===== config.mk =====
export PLATFORM = sky130hd
export DESIGN_NAME = tabela_verdade_varredor
export DESIGN_NICKNAME = d
export VERILOG_FILES = /design/src/rtl/tabela_pkg.sv /design/src/rtl/tabela_verdade_varredor_contador_settle.sv /design/src/rtl/tabela_verdade_varredor.sv
export SDC_FILE = /design/constraint.sdc
export NUM_CORES = 1
export LEC_CHECK = 0
export CAP_MARGIN = 0
export CORE_MARGIN = 3
export CORE_UTILIZATION = 45
export CTS_BUF_LIST = sky130_fd_sc_hd__clkbuf_8
export DETAILED_ROUTE_END_ITERATION = 8
export PLACE_DENSITY = 0.7
export SLEW_MARGIN = 20
export SYNTH_ARGS = -nofsm -noshare
export SYNTH_HDL_FRONTEND = slang
export SYNTH_SLANG_ARGS = --single-unit

===== constraint.sdc =====
create_clock -name clk -period 4 [get_ports clk]
set_input_delay 0.4 -clock clk [delete_from_list [all_inputs] [get_ports clk]]
set_output_delay 0.4 -clock clk [all_outputs]
set_load 0.1 [all_outputs]

===== src/rtl/tabela_pkg.sv =====
// Shared types and constants for the truth-table sweeper.
// Used by tabela_verdade_varredor and its settle counter.
package tabela_pkg;

  localparam int N_IN_PADRAO = 4;
  localparam int TAB_W = 2 ** N_IN_PADRAO;

  localparam logic [TAB_W-1:0] TABELA_P3 = 16'h450F;

  typedef enum logic [1:0] {
    IDLE,
    WAIT,
    SAMPLE,
    FIM
  } estado_t;

endpackage


===== src/rtl/tabela_verdade_varredor_contador_settle.sv =====
// Loadable down-counter with zero/one flags.
// Paces the settle interval between driving a vector and sampling it.
module contador_settle #(
  parameter int W = 4
) (
  input  logic         clk,
  input  logic         rst,
  input  logic         carga,
  input  logic         dec,
  input  logic [W-1:0] valor,
  output logic         zero,
  output logic         ultimo
);

  logic [W-1:0] cnt;

  always_ff @(posedge clk or posedge rst) begin
    if (rst) begin
      cnt <= '0;
    end else if (carga) begin
      cnt <= valor;
    end else if (dec && !zero) begin
      cnt <= cnt - 1'b1;
    end
  end

  assign zero   = (cnt == '0);
  assign ultimo = (cnt == W'(1));

endmodule


===== src/rtl/tabela_verdade_varredor.sv =====
// Sweeps all input vectors of a combinational block and records y.
// Optional golden compare enabled by VARREDOR_COMPARA_EN.
module tabela_verdade_varredor
  import tabela_pkg::*;
#(
  parameter int N_IN   = N_IN_PADRAO,
  parameter int SETTLE = 1
) (
  input  logic                 clk,
  input  logic                 rst,
`ifdef VARREDOR_COMPARA_EN
  input  logic [2**N_IN-1:0]   esperado,
  output logic                 erro,
`endif
  input  logic                 start,
  output logic [N_IN-1:0]      stim,
  input  logic                 y,
  output logic                 busy,
  output logic                 done,
  output logic [2**N_IN-1:0]   tabela,
  output logic [N_IN:0]        n_mintermos
);

  localparam logic [N_IN-1:0] STIM_MAX = '1;
  localparam logic [3:0]      SETTLE_V = 4'(SETTLE);
  localparam logic            SEM_WAIT = (SETTLE == 0);

  estado_t estado;
  logic    aceita;
  logic    ultimo_vetor;
  logic    cnt_carga;
  logic    cnt_dec;
  logic    cnt_zero;
  logic    cnt_ultimo;

  assign aceita       = (estado == IDLE) && start;
  assign ultimo_vetor = (stim == STIM_MAX);
  assign cnt_carga    = aceita ||
                        ((estado == SAMPLE) && !ultimo_vetor);
  assign cnt_dec      = (estado == WAIT);

  contador_settle #(
    .W(4)
  ) u_contador (
    .clk   (clk),
    .rst   (rst),
    .carga (cnt_carga),
    .dec   (cnt_dec),
    .valor (SETTLE_V),
    .zero  (cnt_zero),
    .ultimo(cnt_ultimo)
  );

  always_ff @(posedge clk or posedge rst) begin
    if (rst) begin
      estado      <= IDLE;
      stim        <= '0;
      busy        <= 1'b0;
      done        <= 1'b0;
      tabela      <= '0;
      n_mintermos <= '0;
    end else begin
      done <= 1'b0;
      unique case (estado)
        IDLE: begin
          stim <= '0;
          if (start) begin
            tabela      <= '0;
            n_mintermos <= '0;
            busy        <= 1'b1;
            estado      <= SEM_WAIT ? SAMPLE : WAIT;
          end
        end
        WAIT: begin
          // zero covers entry with an empty count, one covers the last tick
          if (cnt_zero || cnt_ultimo) begin
            estado <= SAMPLE;
          end
        end
        SAMPLE: begin
          tabela[stim] <= y;
          if (y) begin
            n_mintermos <= n_mintermos + 1'b1;
          end
          if (ultimo_vetor) begin
            estado <= FIM;
          end else begin
            stim   <= stim + 1'b1;
            estado <= SEM_WAIT ? SAMPLE : WAIT;
          end
        end
        FIM: begin
          done   <= 1'b1;
          busy   <= 1'b0;
          estado <= IDLE;
        end
        default: estado <= IDLE;
      endcase
    end
  end

`ifdef VARREDOR_COMPARA_EN
  logic [2**N_IN-1:0] esperado_q;
  logic [N_IN-1:0]    idx_erro;

  // only the first mismatch is latched into idx_erro
  always_ff @(posedge clk or posedge rst) begin
    if (rst) begin
      esperado_q <= '0;
      erro       <= 1'b0;
      idx_erro   <= '0;
    end else if (aceita) begin
      esperado_q <= esperado;
      erro       <= 1'b0;
      idx_erro   <= '0;
    end else if ((estado == SAMPLE) && !erro &&
                 (y != esperado_q[stim])) begin
      erro     <= 1'b1;
      idx_erro <= stim;
    end
  end
`endif

endmodule


# == Word level (Yosys, flattened, before mapping) ==
# Cells that the tools add are included.
# totals
reg_bits,33
inputBits,4
# op_classes
magnitude_cmp,2
n_mux,19
eq_ne,9
add_sub_neg,3
reduce_logical,18
# ops
cell,count
one-hot mux 16 bit (2 select lines),1
bitwise mux 16 bit,1
2-to-1 mux 16 bit,1
2-to-1 mux 4 bit,3
2-to-1 mux 5 bit,2
one-hot mux 5 bit (2 select lines),1
!= test 2 bit (second input constant),4
one-hot mux 2 bit (4 select lines),1
one-hot mux 4 bit (2 select lines),1
AND reduction 2 bit,4
2-to-1 mux 2 bit,3
nonzero test 2 bit,3
adder 5 x 1 -> 5 bit (second input constant),1
less-than comparator 4 x 5 -> 1 bit (second input constant),1
adder 4 x 1 -> 4 bit (second input constant),1
demux 1 bit (select 4 bit),1
== test 2 bit (second input constant),2
== test 4 x 1 -> 1 bit (second input constant),1
== test 4 bit (second input constant),1
greater-or-equal comparator 4 x 1 -> 1 bit (second input constant),1
logical AND 1 bit,4
zero test 4 bit,1
subtractor 4 x 1 -> 4 bit (second input constant),1
2-to-1 mux 1 bit,3
other kinds (6),8

# == Longest topological paths before layout ==
# Gate-level depths: netlist of run 1.
# depth
depth_word,6
depth_mapped,5

# == Hierarchy ==
# From an unflattened synthesis of run 1, not the netlist that was laid out.
# unflattened
hier_cells,167
area_unflattened_um2,1736.7
# modules_own_cells
mod,seq_area_each_um2,instances,area_per_inst_um2,cells_per_inst
tabela_verdade_varredor,725.7,1,1462.7,136
contador_settle,100.1,1,274.0,31

# == Worst setup path after synthesis of run 1 ==
# Ideal clock, no wire load.
# synth_timing
path_kind,register -> register
start,register stim[0]
end,register tabela[3]
path_slack_ns,1.982
setup_time_ns,0.140
t_arrival_ns,1.878
n_path_buf,0
stages_incl_launch_ff,5
cell_sequence,dfrtp_1 -> ha_1 -> nand3b_4 -> o311ai_0 -> o41ai_1
# synth_via
elab_chain_len,6
# synth_lines
item,line_no,text
from (decl),tabela_verdade_varredor.sv:16,"output logic [N_IN-1:0] stim,"
from (signal assigned),tabela_verdade_varredor.sv:88,stim <= stim + 1'b1;
less-than comparator 4 x 5 -> 1 bit (implied by the code) or greater-or-equal comparator 4 x 1 -> 1 bit (tied branches),tabela_verdade_varredor.sv:81,tabela[stim] <= y;
logical AND 1 bit (implied by the code),tabela_verdade_varredor.sv:81,
2-to-1 mux 1 bit (implied by the code),tabela_verdade_varredor.sv:81,
demux 1 bit (select 4 bit) (*),tabela_verdade_varredor.sv:81,
bitwise mux 16 bit (*),tabela_verdade_varredor.sv:81,
one-hot mux 16 bit (2 select lines) (*),tabela_verdade_varredor.sv:64,unique case (estado)
"to (signal, indexed assignment)",tabela_verdade_varredor.sv:81,
to (decl),tabela_verdade_varredor.sv:20,"output logic [2**N_IN-1:0] tabela,"
# Every way passes the cells marked *; elsewhere a longest branch is shown, timed or not.
# A chain may end at the register's enable or synchronous reset.

# == Worst setup path after layout of run 1 ==
# layout_timing
start,register stim[3]
end,output port stim[3]
# No word-level cell between the ends.

==> results of run 1 <==
## cells in the mapped netlist (all sizes together)
master and number:
or3 1, o311ai 1, nand4b 1, nand2b 3, nand3b 4, or4 1, and2 1, a22o 5
a311oi 1, or4b 1, and4 1, nand2 10, buf 7, o22a 1, nand3 9, mux2i 3
o211ai 12, inv 11, mux2 2, o21ai 7, o21bai 1, nor2 5, o31ai 11, nor3 4
o31a 1, o41ai 1, ha 7, clkbuf 3, and3 1, nand4 2, a21oi 6, or3b 3
dfrtp 33, o22ai 1, nor2b 3
## worst paths after layout
check | end | start
hold / removal | tabela[2] | rst
setup / recovery | stim[3] | stim[3]
hold reg to reg | busy | busy
max in group asynchronous | tabela[12] | rst
min in group clk | busy | busy
setup reg to reg | tabela[3] | estado[1]
## routing by layer
metal | track usage [%] | vias to the layer above | part of all wire (%)
met5 | 0 | - | 0
met1 | 22.0 | 658 | 45
met2 | 29.5 | 26 | 49
met4 | 9.87 | 0 | 1.4
met3 | 3.99 | 4 | 3.9
li1 | - | 661 | -
## per-stage QoR
stage | power, W | util [%]
3_3_place_gp | 0.00107 | 57.9
6_report | 0.00130 | 60.2
4_1_cts | 0.00132 | 60.2
3_5_place_dp | 0.00109 | 57.9
2_1_floorplan | 0.000958 | -
5_1_grt | 0.00139 | 60.2
## layout make-up
cell class,count,area [um2]
clock buffer,5,68.8
inverter,11,41.3
multi-input combinational,110,792
tap,46,57.6
fill,300,1390
clock inverter,3,11.3
timing repair buffer,31,308
sequential,33,826
## registers in the layout, summed over array words and instances (netlist names)
name            count
busy                1
estado              2
u_contador.cnt      4
n_mintermos         5
stim                4
done                1
tabela             16
## power groups by stage
stage | clock [W] | sequential [W] | combinational [W]
finish | 0.000224 | 0.000481 | 0.000600
global route | 0.000254 | 0.000495 | 0.000643
CTS | 0.000232 | 0.000480 | 0.000603
detailed placement | 0 | 0.000487 | 0.000601
global placement | 0 | 0.000482 | 0.000589
floorplan | 0 | 0.000699 | 0.000259
## kinds of logic (layout without fill, tap and decap cells)
| group | Yosys count | count (layout) | synth area share (%) |
|---|---|---|---|
| AOI/OAI and AO/OA | 48 | 48 | 20.9 |
| adders and majority gates | 7 | 7 | 5.11 |
| buffers and inverters | 21 | 50 | 5.62 |
| DFF | 33 | 33 | 48.2 |
| muxes | 5 | 5 | 3.07 |
| and+or+nand+nor | 50 | 50 | 17.2 |
==> key figures, run 1 <==
Placed design
  – Pre-CTS setup slack: 1850 ps
  – Inst Count DP: 231
  – Port Buf Inserts: 30
  – Area after DPL: 2020 um2
  – GP Congestion: 0.728
  – Hpwl dp: 2.52 mm

Clock network
  – Hold buffer count at CTS: 0
  – Root Driver: clkbuf_8
  – Postcts setup bufs: 0
  – Inserted Clock Buffers: 5
  – Cells resized by post-CTS repair: 0
  – CTS clk-pin slew, worst paths: 60 ps
  – Maximum buffer depth of the clock tree: 2
  – Clock latency on the worst-skew pair: 280 ps
  – CTS tree: done
  – CTS Sinks: 33
  – H-tree level count: 2

Layout
  – Non-Filler Instances: 239
  – Most frequent cells in the layout: dfrtp_1 (33), clkdlybuf4s50_1 (30), inv_1 (13)
  – Area growth, synth to finish: 22.8%
  – Net count, final: 203
  – Proportion of layout cells with a drive suffix above 1: 7.25%
  – Antenna diode count: 0
  – Commonest non-fill, non-tap cell in the layout: dfrtp_1
  – Final Cell Area: 2100 um2

Floorplanning
  – Die Width: 67.7 um
  – FP Rows: 21
  – Die ar.: 4590 um2
  – Core Footprint: 3490 um2
  – Vert. Die Dim: 67.7 um
  – # IOs: 31
  – Starting Density: 49.1%

Synthesis
  – Synth area leaders: dfrtp_1 (48%), ha_1 (5.1%), o31ai_1 (4.8%)
  – Post-synthesis register bit count: 33
  – Synth warn: 0
  – Distinct cells, synth: 41
  – Mapped cell area: 1710 um2
  – Syn Inst Count: 164
  – Area share of the leading cell type in the synthesized netlist: 48.2%
  – Post-synth net total: 175
  – Leading area contributor after synthesis: dfrtp_1
  – Register area share after synthesis: 48.2%
  – Synth Area per Inst: 10.5 um2

Timing
  – RSZ-0062 raised after global routing: no
  – Final Max Slew Viols: 0
  – Fin Hold WS: 506 ps
  – Setup-failing EPs final: 0
  – Endpoints failing hold: 0
  – Total negative slack: 0 ps
  – Final period utilization: 61.4%
  – Period minus WS final: 2460 ps
  – Max Freq: 407 MHz
  – Slew HR: 34.8%
  – Worst setup margin: 1540 ps
  – Clk_skew: 3.18 ps
  – Transition time at the pin with the least slew margin: 976 ps

Worst setup path
  – Worst setup EP type: output port
  – Worst path max stage delay: 1210 ps
  – Critical path class: register to output port
  – CP Buf/Inv Count: 1
  – R2R Setup Slk: 2170 ps
  – Critical path fanouts, max: 13
  – Startpoint types: register
  – Reg2reg path depth: 3
  – CP Depth: 1
  – CP cell instances: clkdlybuf4s50_1
  – Cell family with most CP delay: buffers and inverters
  – Slowest cell on the critical path: clkdlybuf4s50_1
  – Worst EP required: 3600 ps
  – Worst Path Arrival: 2060 ps

Job
  – Max Cap Viol: 0

Pwr
  – Internal power: 0.000681 W
  – Clock power frac: 17.2%
  – VDD IR max: 0.370 mV
  – Switch Pwr: 0.000624 W
  – Seq pwr share: 36.9%
  – P_leak: 0.921 nW
  – Power density cells: 620 nW/um2
  – Combinational fraction of design power: 46.0%
  – Switching share of power: 47.8%

Global route
  – Largest net degree at the start of global routing: 34
  – Antenna violations before repair: 0
  – Vias in the first global route: 1,286
  – GR Util All Layers: 18.1%
  – Gr ovfl total: 0
  – First-pass GRT wire length: 6.04 mm

Drt
  – WL/cell: 14.9 um
  – DR pass1 iterations: 4
  – DR iter-0 viols: 73
  – Detailed Route WL: 3.56 mm
  – Drt via density: 5.64
  – Via count: 1,349
  – Antenna viol nets, final: 0
  – DRC viols: 0

Worst hold path
  – HP Class: primary input to async pin

Status
  – Status: complete, no violations
No activity file was read; power rests on OpenSTA's default activity.
==> run 2: changes to the inputs <==
--- a/config.mk
+++ b/config.mk
@@ -10,7 +10,7 @@
 export CORE_UTILIZATION = 45
 export CTS_BUF_LIST = sky130_fd_sc_hd__clkbuf_8
 export DETAILED_ROUTE_END_ITERATION = 8
-export PLACE_DENSITY = 0.7
+export PLACE_DENSITY = 0.73
 export SLEW_MARGIN = 20
 export SYNTH_ARGS = -nofsm -noshare
 export SYNTH_HDL_FRONTEND = slang
==> constraint.sdc (replaced) <==
create_clock -name clk -period 2.15 [get_ports clk]
set_input_delay 0.215 -clock clk [delete_from_list [all_inputs] [get_ports clk]]
set_output_delay 0.215 -clock clk [all_outputs]
set_load 0.1 [all_outputs]
==> key figures, run 2 (synthesis gave the netlist of run 1 again) <==
Clock network
  – CTS clk-pin slew, worst paths: 70 ps (about the same)
  – Root Driver: clkbuf_8
  – Hold buffer count at CTS: 0 (unchanged)
  – H-tree level count: 2 (unchanged)
  – Cells resized by post-CTS repair: 0 (unchanged)
  – CTS tree: done
  – Postcts setup bufs: 0 (unchanged)
  – Clock latency on the worst-skew pair: 280 ps (about the same)
  – CTS Sinks: 33 (unchanged)
  – Maximum buffer depth of the clock tree: 2 (unchanged)
  – Inserted Clock Buffers: 5 (unchanged)

Floorplanning
  – # IOs: 31 (unchanged)
  – Core Footprint: 3490 um2 (unchanged)
  – Vert. Die Dim: 67.7 um (unchanged)
  – FP Rows: 21 (unchanged)
  – Starting Density: 49.1% (unchanged)
  – Die Width: 67.7 um (unchanged)
  – Die ar.: 4590 um2 (unchanged)

Worst setup path
  – Critical path fanouts, max: 16 (+3)
  – R2R Setup Slk: 570 ps (-1600 ps)
  – Worst path max stage delay: 660 ps (-550 ps)
  – Reg2reg start: estado[0]
  – RR Endpoint: tabela[3]
  – Worst EP required: 2300 ps (-1300 ps)
  – Worst setup startpoint: estado[0]
  – Startpoint types: register
  – CP Depth: 3 (+2)
  – CP Buf/Inv Count: 0 (-1)
  – Worst Setup EP: tabela[3]
  – CP cell instances: or3b_1 -> o311ai_0 -> o41ai_1
  – Worst setup EP type: register
  – Cell family with most CP delay: simple AND/OR/NAND/NOR gates
  – Slowest cell on the critical path: or3b_1
  – Reg2reg path depth: 3 (unchanged)
  – Critical path class: register to register
  – Worst Path Arrival: 1740 ps (-320 ps)

Drt
  – Drt via density: 5.68 (+0.71%)
  – DRC viols: 0 (unchanged)
  – Met1 wire length: 1.63 mm (+1.5%)
  – DR iter-0 viols: 66 (-9.6%)
  – Antenna viol nets, final: 0 (unchanged)
  – Met2 routed WL: 1.75 mm (-0.51%)
  – WL met3: 148 um (+6.5%)
  – Detailed Route WL: 3.58 mm (+0.56%)
  – Via count: 1,370 (+1.6%)
  – DR pass1 iterations: 4 (unchanged)
  – Max Used Layer: met4
  – WL/cell: 14.8 um (-0.27%)

Placed design
  – Port Buf Inserts: 30 (unchanged)
  – Inst Count DP: 233 (+0.87%)
  – Hpwl dp: 2.54 mm (+0.57%)
  – GP Congestion: 0.810 (+11%)

Global route
  – Largest net degree at the start of global routing: 34 (unchanged)
  – Vias in the first global route: 1,323 (+2.9%)
  – First-pass GRT wire length: 6.00 mm (-0.68%)
  – Antenna violations before repair: 0 (unchanged)
  – Gr ovfl total: 0 (unchanged)
  – GR Util All Layers: 17.4% (-0.71 points)

Layout
  – Net count, final: 205 (+0.99%)
  – Antenna diode count: 0 (unchanged)
  – Multi-input gate area: 792 um2 (unchanged)
  – Largest registers: tabela x16, n_mintermos x5
  – Fillcell total: 305 (+1.7%)
  – Proportion of layout cells with a drive suffix above 1: 23.1% (+16 points)
  – Most frequent cells in the layout: dfrtp_1 (33), buf_4 (30), o31ai_1 (11), inv_1 (11), nand2_1 (10)
  – Commonest non-fill, non-tap cell in the layout: dfrtp_1
  – Seq. cell area: 826 um2 (unchanged)
  – Max reg flops: 16 (unchanged)
  – Area growth, synth to finish: 19.9%
  – Final Util: 58.8% (-1.4 points)
  – Largest Register: tabela
  – Non-Filler Instances: 241 (+0.84%)

Timing
  – Fin Hold WS: 323 ps (-183 ps)
  – Total negative slack: 0 ps (unchanged)
  – Period minus WS final: 1580 ps
  – Slew HR: 63.5% (+29 points)
  – Setup-failing EPs final: 0 (unchanged)
  – RSZ-0062 raised after global routing: no
  – Endpoints failing hold: 0 (unchanged)
  – Final period utilization: 73.7%
  – Clk_skew: 4.13 ps (+0.948 ps)
  – Max Freq: 631 MHz
  – Transition time at the pin with the least slew margin: 547 ps (-429 ps)
  – Final Max Slew Viols: 0 (unchanged)

Pwr
  – Clock power frac: 17.9% (+0.7 points)
  – P_leak: 0.980 nW (+6.5%)
  – Switch Pwr: 0.00118 W (+90%)
  – Power density cells: 1190 nW/um2 (+92%)
  – Internal power: 0.00127 W (+86%)
  – Switching share of power: 48.2% (+0.44 points)
  – Seq pwr share: 34.5% (-2.4 points)
  – Combinational fraction of design power: 47.7% (+1.7 points)
  – Post-layout total power: 0.00245 W (+88%)
  – VDD IR max: 0.810 mV (+120%)

Job
  – Max Cap Viol: 0 (unchanged)

Status
  – Status: complete, no violations

Worst hold path
  – HP Class: primary input to async pin
run 2: worst min path at each step:
| stage | from | to | cells past startpoint |
|---|---|---|---|
| after global routing | rst | tabela[12] | 3 |
| after global placement | tabela[9] | tabela[9] | 2 |
| final | rst | tabela[12] | 3 |
| after CTS | rst | tabela[10] | 3 |
| after detailed placement | tabela[5] | tabela[5] | 2 |
| after floorplan | rst | busy | 1 |
run 2: layout make-up:
class / instances / share of cell area (%)
Sequential cell: 33 / 40.2
Multi-Input combinational cell: 110 / 38.6
Timing Repair Buffer: 33 / 12.4
Clock buffer: 5 / 3.35
Tap cell: 46 / 2.80
Inverter: 11 / 2.01
Clock inverter: 3 / 0.670
run 2: routing by layer:
layer	track usage, %	vias to the layer above
met3	4.49	6
met1	22.4	665
li1	-	672
met2	27.3	27
met5	0	-
met4	7.34	0
run 2: per-stage QoR:
step,area (um2),setup slack (ps)
6_report,2050,565
5_1_grt,2050,465
4_1_cts,2050,557
3_5_place_dp,1970,335
3_3_place_gp,1970,381
2_1_floorplan,1710,132
run 2: power by group through the flow:
stage	registers (W)	logic, W	clock network (W)
final	0.000845	0.00117	0.000438
after global routing	0.000865	0.00125	0.000481
after CTS	0.000845	0.00118	0.000451
after detailed placement	0.000855	0.00118	0
after global placement	0.000846	0.00115	0
after floorplan	0.00130	0.000482	0
run 2: worst min-delay path, delay by kind of cell:
| family | cells | cell delay [ps] |
|---|---|---|
| buffers and inverters | 3 | 820 |
